**config.mk**
```make
export PLATFORM = sky130hd
export DESIGN_NAME = multdiv_param_flat
export DESIGN_NICKNAME = d
export VERILOG_FILES = /design/src/rtl/multdiv_param_if.sv /design/src/rtl/multdiv_param.sv /design/src/flat_wrapper.sv
export SDC_FILE = /design/constraint.sdc
export NUM_CORES = 1
export LEC_CHECK = 0
export BUFFER_PORTS_ARGS = -buffer_cell sky130_fd_sc_hd__buf_2
export CAP_MARGIN = 10
export CORE_ASPECT_RATIO = 1.5
export CORE_MARGIN = 2
export CORE_UTILIZATION = 25
export CTS_CLUSTER_DIAMETER = 80
export DETAILED_ROUTE_END_ITERATION = 6
export PLACE_DENSITY = 0.4
export SLEW_MARGIN = 25
export SYNTH_ARGS = -nofsm -noshare
export SYNTH_HDL_FRONTEND = slang
export SYNTH_SLANG_ARGS = --single-unit
export TNS_END_PERCENT = 1
```
**constraint.sdc**
```tcl
create_clock -name clock -period 20 [get_ports clock]
set_clock_uncertainty 0.15 [all_clocks]
set_input_delay 4 -clock clock [delete_from_list [all_inputs] [get_ports clock]]
set_output_delay 4 -clock clock [all_outputs]
set_load 0.01 [all_outputs]
```
**src/rtl/multdiv_param_if.sv**
```systemverilog
// Start/operand/result bundle for the iterative multiply/divide unit.
// master = requester side, slave = the arithmetic unit.
interface multdiv_param_if #(
    parameter int WIDTH = 32
);
    logic             ctrl_MULT;
    logic             ctrl_DIV;
    logic             ctrl_signed;
    logic [WIDTH-1:0] data_operandA;
    logic [WIDTH-1:0] data_operandB;
    logic [WIDTH-1:0] data_result;
    logic [WIDTH-1:0] data_result_hi;
    logic             data_exception;
    logic             data_resultRDY;
    logic             busy;

    modport master (
        output ctrl_MULT, ctrl_DIV, ctrl_signed, data_operandA, data_operandB,
        input  data_result, data_result_hi, data_exception, data_resultRDY, busy
    );

    modport slave (
        input  ctrl_MULT, ctrl_DIV, ctrl_signed, data_operandA, data_operandB,
        output data_result, data_result_hi, data_exception, data_resultRDY, busy
    );
endinterface

```
**src/rtl/multdiv_param.sv**
```systemverilog
// Iterative multiplier/divider: WIDTH-cycle shift-add multiply or restoring divide
// on operand magnitudes, followed by one sign-fix cycle and a one-cycle ready pulse.
module multdiv_param #(
    parameter int WIDTH = 32,
    parameter int CNT_W = 6
) (
    input  logic           clock,
    input  logic           reset,
    multdiv_param_if.slave bus
);
    typedef enum logic [1:0] {IDLE, CALC, FIX, DONE} state_t;

    localparam logic [CNT_W-1:0] LAST_ITER = CNT_W'(WIDTH - 1);
    localparam logic [WIDTH-1:0] MIN_VAL   = {1'b1, {(WIDTH-1){1'b0}}};

    state_t           state_q, state_d;
    logic [CNT_W-1:0] cnt_q;
    logic             isMult_q, signed_q, negA_q, negB_q;
    logic [WIDTH-1:0] opA_q, bMag_q, acc_q, lo_q;
    logic [WIDTH-1:0] res_q, resHi_q;
    logic             exc_q;

    logic             start;
    logic [WIDTH-1:0] aMagIn, bMagIn;
    logic [WIDTH-1:0] acc_d, lo_d, res_d, resHi_d;
    logic             exc_d;
    logic [WIDTH:0]   addSum, shifted;
    logic [WIDTH-1:0] diff;
    logic             fits;
    logic [2*WIDTH-1:0] prodMag, prod;
    logic [WIDTH-1:0] quot, rem;

    assign start  = bus.ctrl_MULT | bus.ctrl_DIV;
    assign aMagIn = (bus.ctrl_signed && bus.data_operandA[WIDTH-1]) ? (~bus.data_operandA + 1'b1)
                                                                    : bus.data_operandA;
    assign bMagIn = (bus.ctrl_signed && bus.data_operandB[WIDTH-1]) ? (~bus.data_operandB + 1'b1)
                                                                    : bus.data_operandB;

    always_ff @(posedge clock or posedge reset) begin
        if (reset) state_q <= IDLE;
        else       state_q <= state_d;
    end

    // A start pulse wins over every state, which is what makes abort and back-to-back work.
    always_comb begin
        state_d = state_q;
        if (start) begin
            state_d = CALC;
        end else begin
            case (state_q)
                CALC:    if (cnt_q == LAST_ITER) state_d = FIX;
                FIX:     state_d = DONE;
                DONE:    state_d = IDLE;
                default: state_d = IDLE;
            endcase
        end
    end

    always_comb begin
        bus.busy           = 1'b0;
        bus.data_resultRDY = 1'b0;
        case (state_q)
            CALC, FIX: bus.busy           = 1'b1;
            DONE:      bus.data_resultRDY = 1'b1;
            default:   ;
        endcase
    end

    // One iteration: {acc,lo} is the product shifter for multiply, {remainder,quotient} for divide.
    always_comb begin
        addSum  = {1'b0, acc_q} + {1'b0, bMag_q};
        shifted = {acc_q, lo_q[WIDTH-1]};
        fits    = (shifted >= {1'b0, bMag_q});
        diff    = shifted[WIDTH-1:0] - bMag_q;
        if (isMult_q) begin
            acc_d = lo_q[0] ? addSum[WIDTH:1] : {1'b0, acc_q[WIDTH-1:1]};
            lo_d  = {(lo_q[0] ? addSum[0] : acc_q[0]), lo_q[WIDTH-1:1]};
        end else begin
            acc_d = fits ? diff : shifted[WIDTH-1:0];
            lo_d  = {lo_q[WIDTH-2:0], fits};
        end
    end

    always_comb begin
        prodMag = {acc_q, lo_q};
        prod    = (negA_q ^ negB_q) ? (~prodMag + 1'b1) : prodMag;
        quot    = (negA_q ^ negB_q) ? (~lo_q + 1'b1) : lo_q;
        rem     = negA_q ? (~acc_q + 1'b1) : acc_q;
        if (isMult_q) begin
            res_d   = prod[WIDTH-1:0];
            resHi_d = prod[2*WIDTH-1:WIDTH];
            exc_d   = signed_q ? (prod[2*WIDTH-1:WIDTH] != {WIDTH{prod[WIDTH-1]}})
                               : (prod[2*WIDTH-1:WIDTH] != '0);
        end else if (bMag_q == '0) begin
            res_d   = '0;
            resHi_d = opA_q;
            exc_d   = 1'b1;
        end else if (negA_q && negB_q && opA_q == MIN_VAL && bMag_q == WIDTH'(1)) begin
            res_d   = MIN_VAL;
            resHi_d = '0;
            exc_d   = 1'b1;
        end else begin
            res_d   = quot;
            resHi_d = rem;
            exc_d   = 1'b0;
        end
    end

    // Visible results load only on the FIX->DONE edge and otherwise hold.
    always_ff @(posedge clock or posedge reset) begin
        if (reset) begin
            cnt_q    <= '0;
            isMult_q <= 1'b0;
            signed_q <= 1'b0;
            negA_q   <= 1'b0;
            negB_q   <= 1'b0;
            opA_q    <= '0;
            bMag_q   <= '0;
            acc_q    <= '0;
            lo_q     <= '0;
            res_q    <= '0;
            resHi_q  <= '0;
            exc_q    <= 1'b0;
        end else if (start) begin
            cnt_q    <= '0;
            isMult_q <= bus.ctrl_MULT;
            signed_q <= bus.ctrl_signed;
            negA_q   <= bus.ctrl_signed & bus.data_operandA[WIDTH-1];
            negB_q   <= bus.ctrl_signed & bus.data_operandB[WIDTH-1];
            opA_q    <= bus.data_operandA;
            bMag_q   <= bMagIn;
            acc_q    <= '0;
            lo_q     <= aMagIn;
        end else if (state_q == CALC) begin
            cnt_q    <= cnt_q + 1'b1;
            acc_q    <= acc_d;
            lo_q     <= lo_d;
        end else if (state_q == FIX) begin
            res_q    <= res_d;
            resHi_q  <= resHi_d;
            exc_q    <= exc_d;
        end
    end

    assign bus.data_result    = res_q;
    assign bus.data_result_hi = resHi_q;
    assign bus.data_exception = exc_q;
endmodule

```
**src/flat_wrapper.sv**
```systemverilog
// flat-port wrapper written by rule: the top's interface ports become plain ports
module multdiv_param_flat 
#(
    parameter int WIDTH = 32,
    parameter int CNT_W = 6
)
  (clock, reset, bus_ctrl_MULT, bus_ctrl_DIV, bus_ctrl_signed, bus_data_operandA, bus_data_operandB, bus_data_result, bus_data_result_hi, bus_data_exception, bus_data_resultRDY, bus_busy);
  multdiv_param_if #(.WIDTH(WIDTH)) bus_i ();
  input  logic clock;
  input  logic reset;
  input wire logic [$bits(bus_i.ctrl_MULT)-1:0] bus_ctrl_MULT;
  input wire logic [$bits(bus_i.ctrl_DIV)-1:0] bus_ctrl_DIV;
  input wire logic [$bits(bus_i.ctrl_signed)-1:0] bus_ctrl_signed;
  input wire logic [$bits(bus_i.data_operandA)-1:0] bus_data_operandA;
  input wire logic [$bits(bus_i.data_operandB)-1:0] bus_data_operandB;
  output wire logic [$bits(bus_i.data_result)-1:0] bus_data_result;
  output wire logic [$bits(bus_i.data_result_hi)-1:0] bus_data_result_hi;
  output wire logic [$bits(bus_i.data_exception)-1:0] bus_data_exception;
  output wire logic [$bits(bus_i.data_resultRDY)-1:0] bus_data_resultRDY;
  output wire logic [$bits(bus_i.busy)-1:0] bus_busy;
  assign bus_i.ctrl_MULT = bus_ctrl_MULT;
  assign bus_i.ctrl_DIV = bus_ctrl_DIV;
  assign bus_i.ctrl_signed = bus_ctrl_signed;
  assign bus_i.data_operandA = bus_data_operandA;
  assign bus_i.data_operandB = bus_data_operandB;
  assign bus_data_result = bus_i.data_result;
  assign bus_data_result_hi = bus_i.data_result_hi;
  assign bus_data_exception = bus_i.data_exception;
  assign bus_data_resultRDY = bus_i.data_resultRDY;
  assign bus_busy = bus_i.busy;
  multdiv_param #(.WIDTH(WIDTH), .CNT_W(CNT_W)) u_core (.clock(clock), .reset(reset), .bus(bus_i));
endmodule
```
==> flow_summary.json <==
{
  "p_leak_uw": 0.00852,
  "viasPerCell": 5.17,
  "met1_usage_pct": 20.5,
  "final_util_pct": 29.0,
  "cp_top_family": "simple AND/OR/NAND/NOR gates",
  "clock-sinks": 205,
  "path_buf_inv": 1,
  "wl_per_cell_um": 21.4,
  "ir_drop_uv": 70.2,
  "postSynthCellCount": 2071,
  "drive_above_1_share_pct": 11.5,
  "crit_path_end_kind": "flip-flop",
  "tightest_slew_ns": 1.02,
  "synthTopCellsByArea": "dfrtp_1, nand2_1, xor2_1, ha_1, o21ai_0",
  "combPwrFrac_pct": 31.8,
  "cts_made_buffers": 29,
  "ys_ff_latch": 205,
  "fp.dieW_um": 215,
  "syn-num-nets": 2216,
  "dr.first_iter.drc_count": 838,
  "synth-compound-area-share_pct": 25.2,
  "vias": 15600,
  "powerDensity_mw_per_mm2": 82.0,
  "r2r_cells": 14,
  "max_slew_margin_pct": 30.8,
  "tns_ns": 0,
  "post_cts_buffers": 0,
  "critPathMaxStageDelay_ns": 0.49,
  "post_cts_resize_count": 0,
  "seq_area_mm2": 0.00513,
  "grt_pass1_wl_um": 98700,
  "p_sw_uw": 592,
  "finalPower_uw": 1570,
  "multiInputGateArea_mm2": 0.0107,
  "grt_overflow": 0,
  "max_cap_violations": 0,
  "area_growth_pct": 14.7,
  "period_needed_ns": 6.51,
  "netSwitchingFraction_pct": 37.8,
  "synth-edff-count": 0,
  "clockBufferDepth": 3,
  "worst_setup_path_start_kind": "primary input",
  "first_pass_iters": 5,
  "yosysTopAreaCell": "dfrtp_1",
  "yosys.area_share.adder_pct": 5.80,
  "dpl.hpwl_um": 49500,
  "hold_depth": 2,
  "io_pins": 136,
  "worst_ep_required_time_ns": 20.27,
  "dieHeight_um": 320,
  "synthMuxAreaShare_pct": 3.06,
  "yosysTopAreaCellShare_pct": 30.8,
  "grt_use_total_pct": 18.4,
  "final.fill_count": 7129,
  "cts_tree": "built",
  "clockPowerShare_pct": 34.0,
  "cp.arrival_ns": 6.78,
  "critPathMostFrequentCell": "nor2_1",
  "rsz0062_at_grt": "no",
  "gp_congestion": 0.882,
  "worstSetupPathDepth": 11,
  "seqPwrFrac_pct": 34.2,
  "routed_wl_um": 64500,
  "ctsHoldBuffers": 0,
  "die_area_mm2": 0.0687,
  "hold_path.class": "reg2reg",
  "synth_xor_xnor_area_share_pct": 10.7,
  "crit_path_cell_trace": "buf_2, nor4_1, nand2b_1, nor2_1, nand3_1, nor2_1, nand3b_1, or4_1, o41ai_1, xor2_1, o21ai_0",
  "coreArea_mm2": 0.0658,
  "async_flop_share_pct": 100,
  "initial_core_util_pct": 25.3,
  "maxSlewViolCount": 0,
  "ctsHtreeMaxLevel": 1,
  "synth_area_mm2": 0.0166,
  "hold_viol": 0,
  "critPathMaxFanout": 6,
  "top_usage_layer": "met2",
  "crit_slowest_cell": "or4_1",
  "ys_types": 79,
  "status": "complete, no violations",
  "grt_use_met3_pct": 1.84,
  "yosysWarnings": 0,
  "grt_max_degree": 141,
  "setup_viol": 0,
  "antenna_found_initial": 2,
  "use_met2_pct": 34.9,
  "synth_top_family_by_area": "compound AO/OA/AOI/OAI gates",
  "synth_ff_type": "dfrtp_1",
  "max_freq_mhz": 154,
  "fin_crit_sh_pct": 32.5,
  "fin_cells": 3015,
  "path_clk_slew_ns": 0.06,
  "grt_pass1_vias": 15700,
  "nets": 2260,
  "io_buffers": 135,
  "place_inst": 2961,
  "root_buffer": "clkbuf_16",
  "critical_path_class": "in2reg",
  "clk_latency_ns": 0.57,
  "rows": 115,
  "final_antenna_net_count": 0,
  "intPower_uw": 974,
  "synth_seq_area_share_pct": 30.8,
  "syn_area_per_cell_um2": 8.03,
  "drc": 0,
  "synth-simple-area-share_pct": 19.3
}
[state kept, by name, summed over array words and instances (netlist names)]
signal                     cells
u_core.acc_q                  32
u_core.bMag_q                 32
u_core.bus.data_exception      1
u_core.bus.data_result        32
u_core.bus.data_result_hi     32
u_core.cnt_q                   6
u_core.isMult_q                1
u_core.lo_q                   32
u_core.negA_q                  1
u_core.negB_q                  1
u_core.opA_q                  32
u_core.signed_q                1
u_core.state_q                 2
[cells by family after synthesis]
family                   after synthesis
AO/OA/AOI/OAI                        626
XOR/XNOR                             202
adder cells (fa/ha/maj)               76
buffers and inverters                221
flip-flops                           205
multiplexers                          50
AND/OR/NAND/NOR                      691
[final timing paths]
path	endpoint	slack, ns	start
setup / recovery	u_core.lo_q[29]	13.49	bus_data_operandA[2]
hold / removal	u_core.bus.data_result[9]	0.32	u_core.bus.data_result[9]
setup reg to reg	u_core.acc_q[30]	15.33	u_core.lo_q[31]
hold reg to reg	u_core.bus.data_result[9]	0.32	u_core.bus.data_result[9]
max in group asynchronous	u_core.isMult_q	15.02	reset
min in group asynchronous	u_core.lo_q[5]	3.36	reset
[placed cells by master, fill, tap and decap left out, types with 13 or more instances in the layout]
cell       instances
buf_4             22
o21ai_0          185
nand2b_1          13
nor4_1            41
nor3_1            36
dfrtp_1          204
nand4_1           25
ha_1              72
or4_1             19
a221oi_1          23
nand2_1          313
buf_2            135
a31oi_1           13
o41ai_1           15
o31ai_1           61
o211ai_1          47
clkbuf_16         29
or3_1             17
a21oi_1           82
nor2b_1           13
xor2_1           106
a22o_1            15
a211oi_1          51
mux2i_1           43
xnor2_1           95
nor2_1           123
a21o_1            48
inv_1             72
nand3_1           42
[per-layer routing]
metal	wire (µm)	up-vias
met3	2130	98
met1	25200	7498
met2	34000	347
met5	0	-
met4	3230	0
li1	-	7648
[power by group through the flow]
stage | Clock (µW) | Combinational (µW) | Sequential [µW]
2_1_floorplan | 0 | 356 | 511
3_3_place_gp | 0 | 499 | 542
3_5_place_dp | 0 | 501 | 543
4_1_cts | 548 | 503 | 536
5_1_grt | 567 | 553 | 543
6_report | 532 | 498 | 535
[worst register-to-register path: stages (launching register included)]
cell,delay (ns)
dfrtp_1,0.55
inv_1,0.26
ha_1,0.22
inv_1,0.06
fa_1,0.40
a21o_1,0.19
a31o_2,0.26
a2111oi_1,0.73
o211ai_1,0.33
a311oi_1,0.54
o21ai_0,0.20
a21oi_1,0.21
xor2_1,0.16
o2111ai_1,0.13
o2111a_1,0.17
[area by class of cell]
| type | count | share of cell area (%) |
|---|---|---|
| Clock inverter | 13 | 0.865 |
| Timing Repair Buffer | 159 | 4.57 |
| Inverter | 75 | 1.51 |
| Antenna cell | 2 | 0.0262 |
| Tap cell | 877 | 5.75 |
| Clock buffer | 39 | 4.21 |
| Sequential cell | 205 | 26.9 |
| Multi-Input combinational cell | 1645 | 56.2 |
[through the flow]
step	setup WS [ns]	hold slack, ns	area, µm²
after floorplan	10.25	0.306	16600
after global placement	12.87	0.309	18100
after detailed placement	12.88	0.313	18100
after CTS	13.48	0.325	19100
after global routing	13.19	0.331	19100
final	13.49	0.318	19100
[cells in the mapped netlist, types with 17 or more instances]
library cell    n
or4_1          19
a21oi_1        82
nand2_1       314
o21ai_0       185
ha_1           74
nor4_1         43
nand4_1        25
o211ai_1       47
clkbuf_1      127
xnor2_1        95
or3_1          17
a21o_1         48
xor2_1        106
nand3_1        42
o31ai_1        61
nor2_1        125
nor3_1         37
dfrtp_1       205
inv_1          73
a211oi_1       51
a221oi_1       23
mux2i_1        43
(Power assumes the default switching activity.)
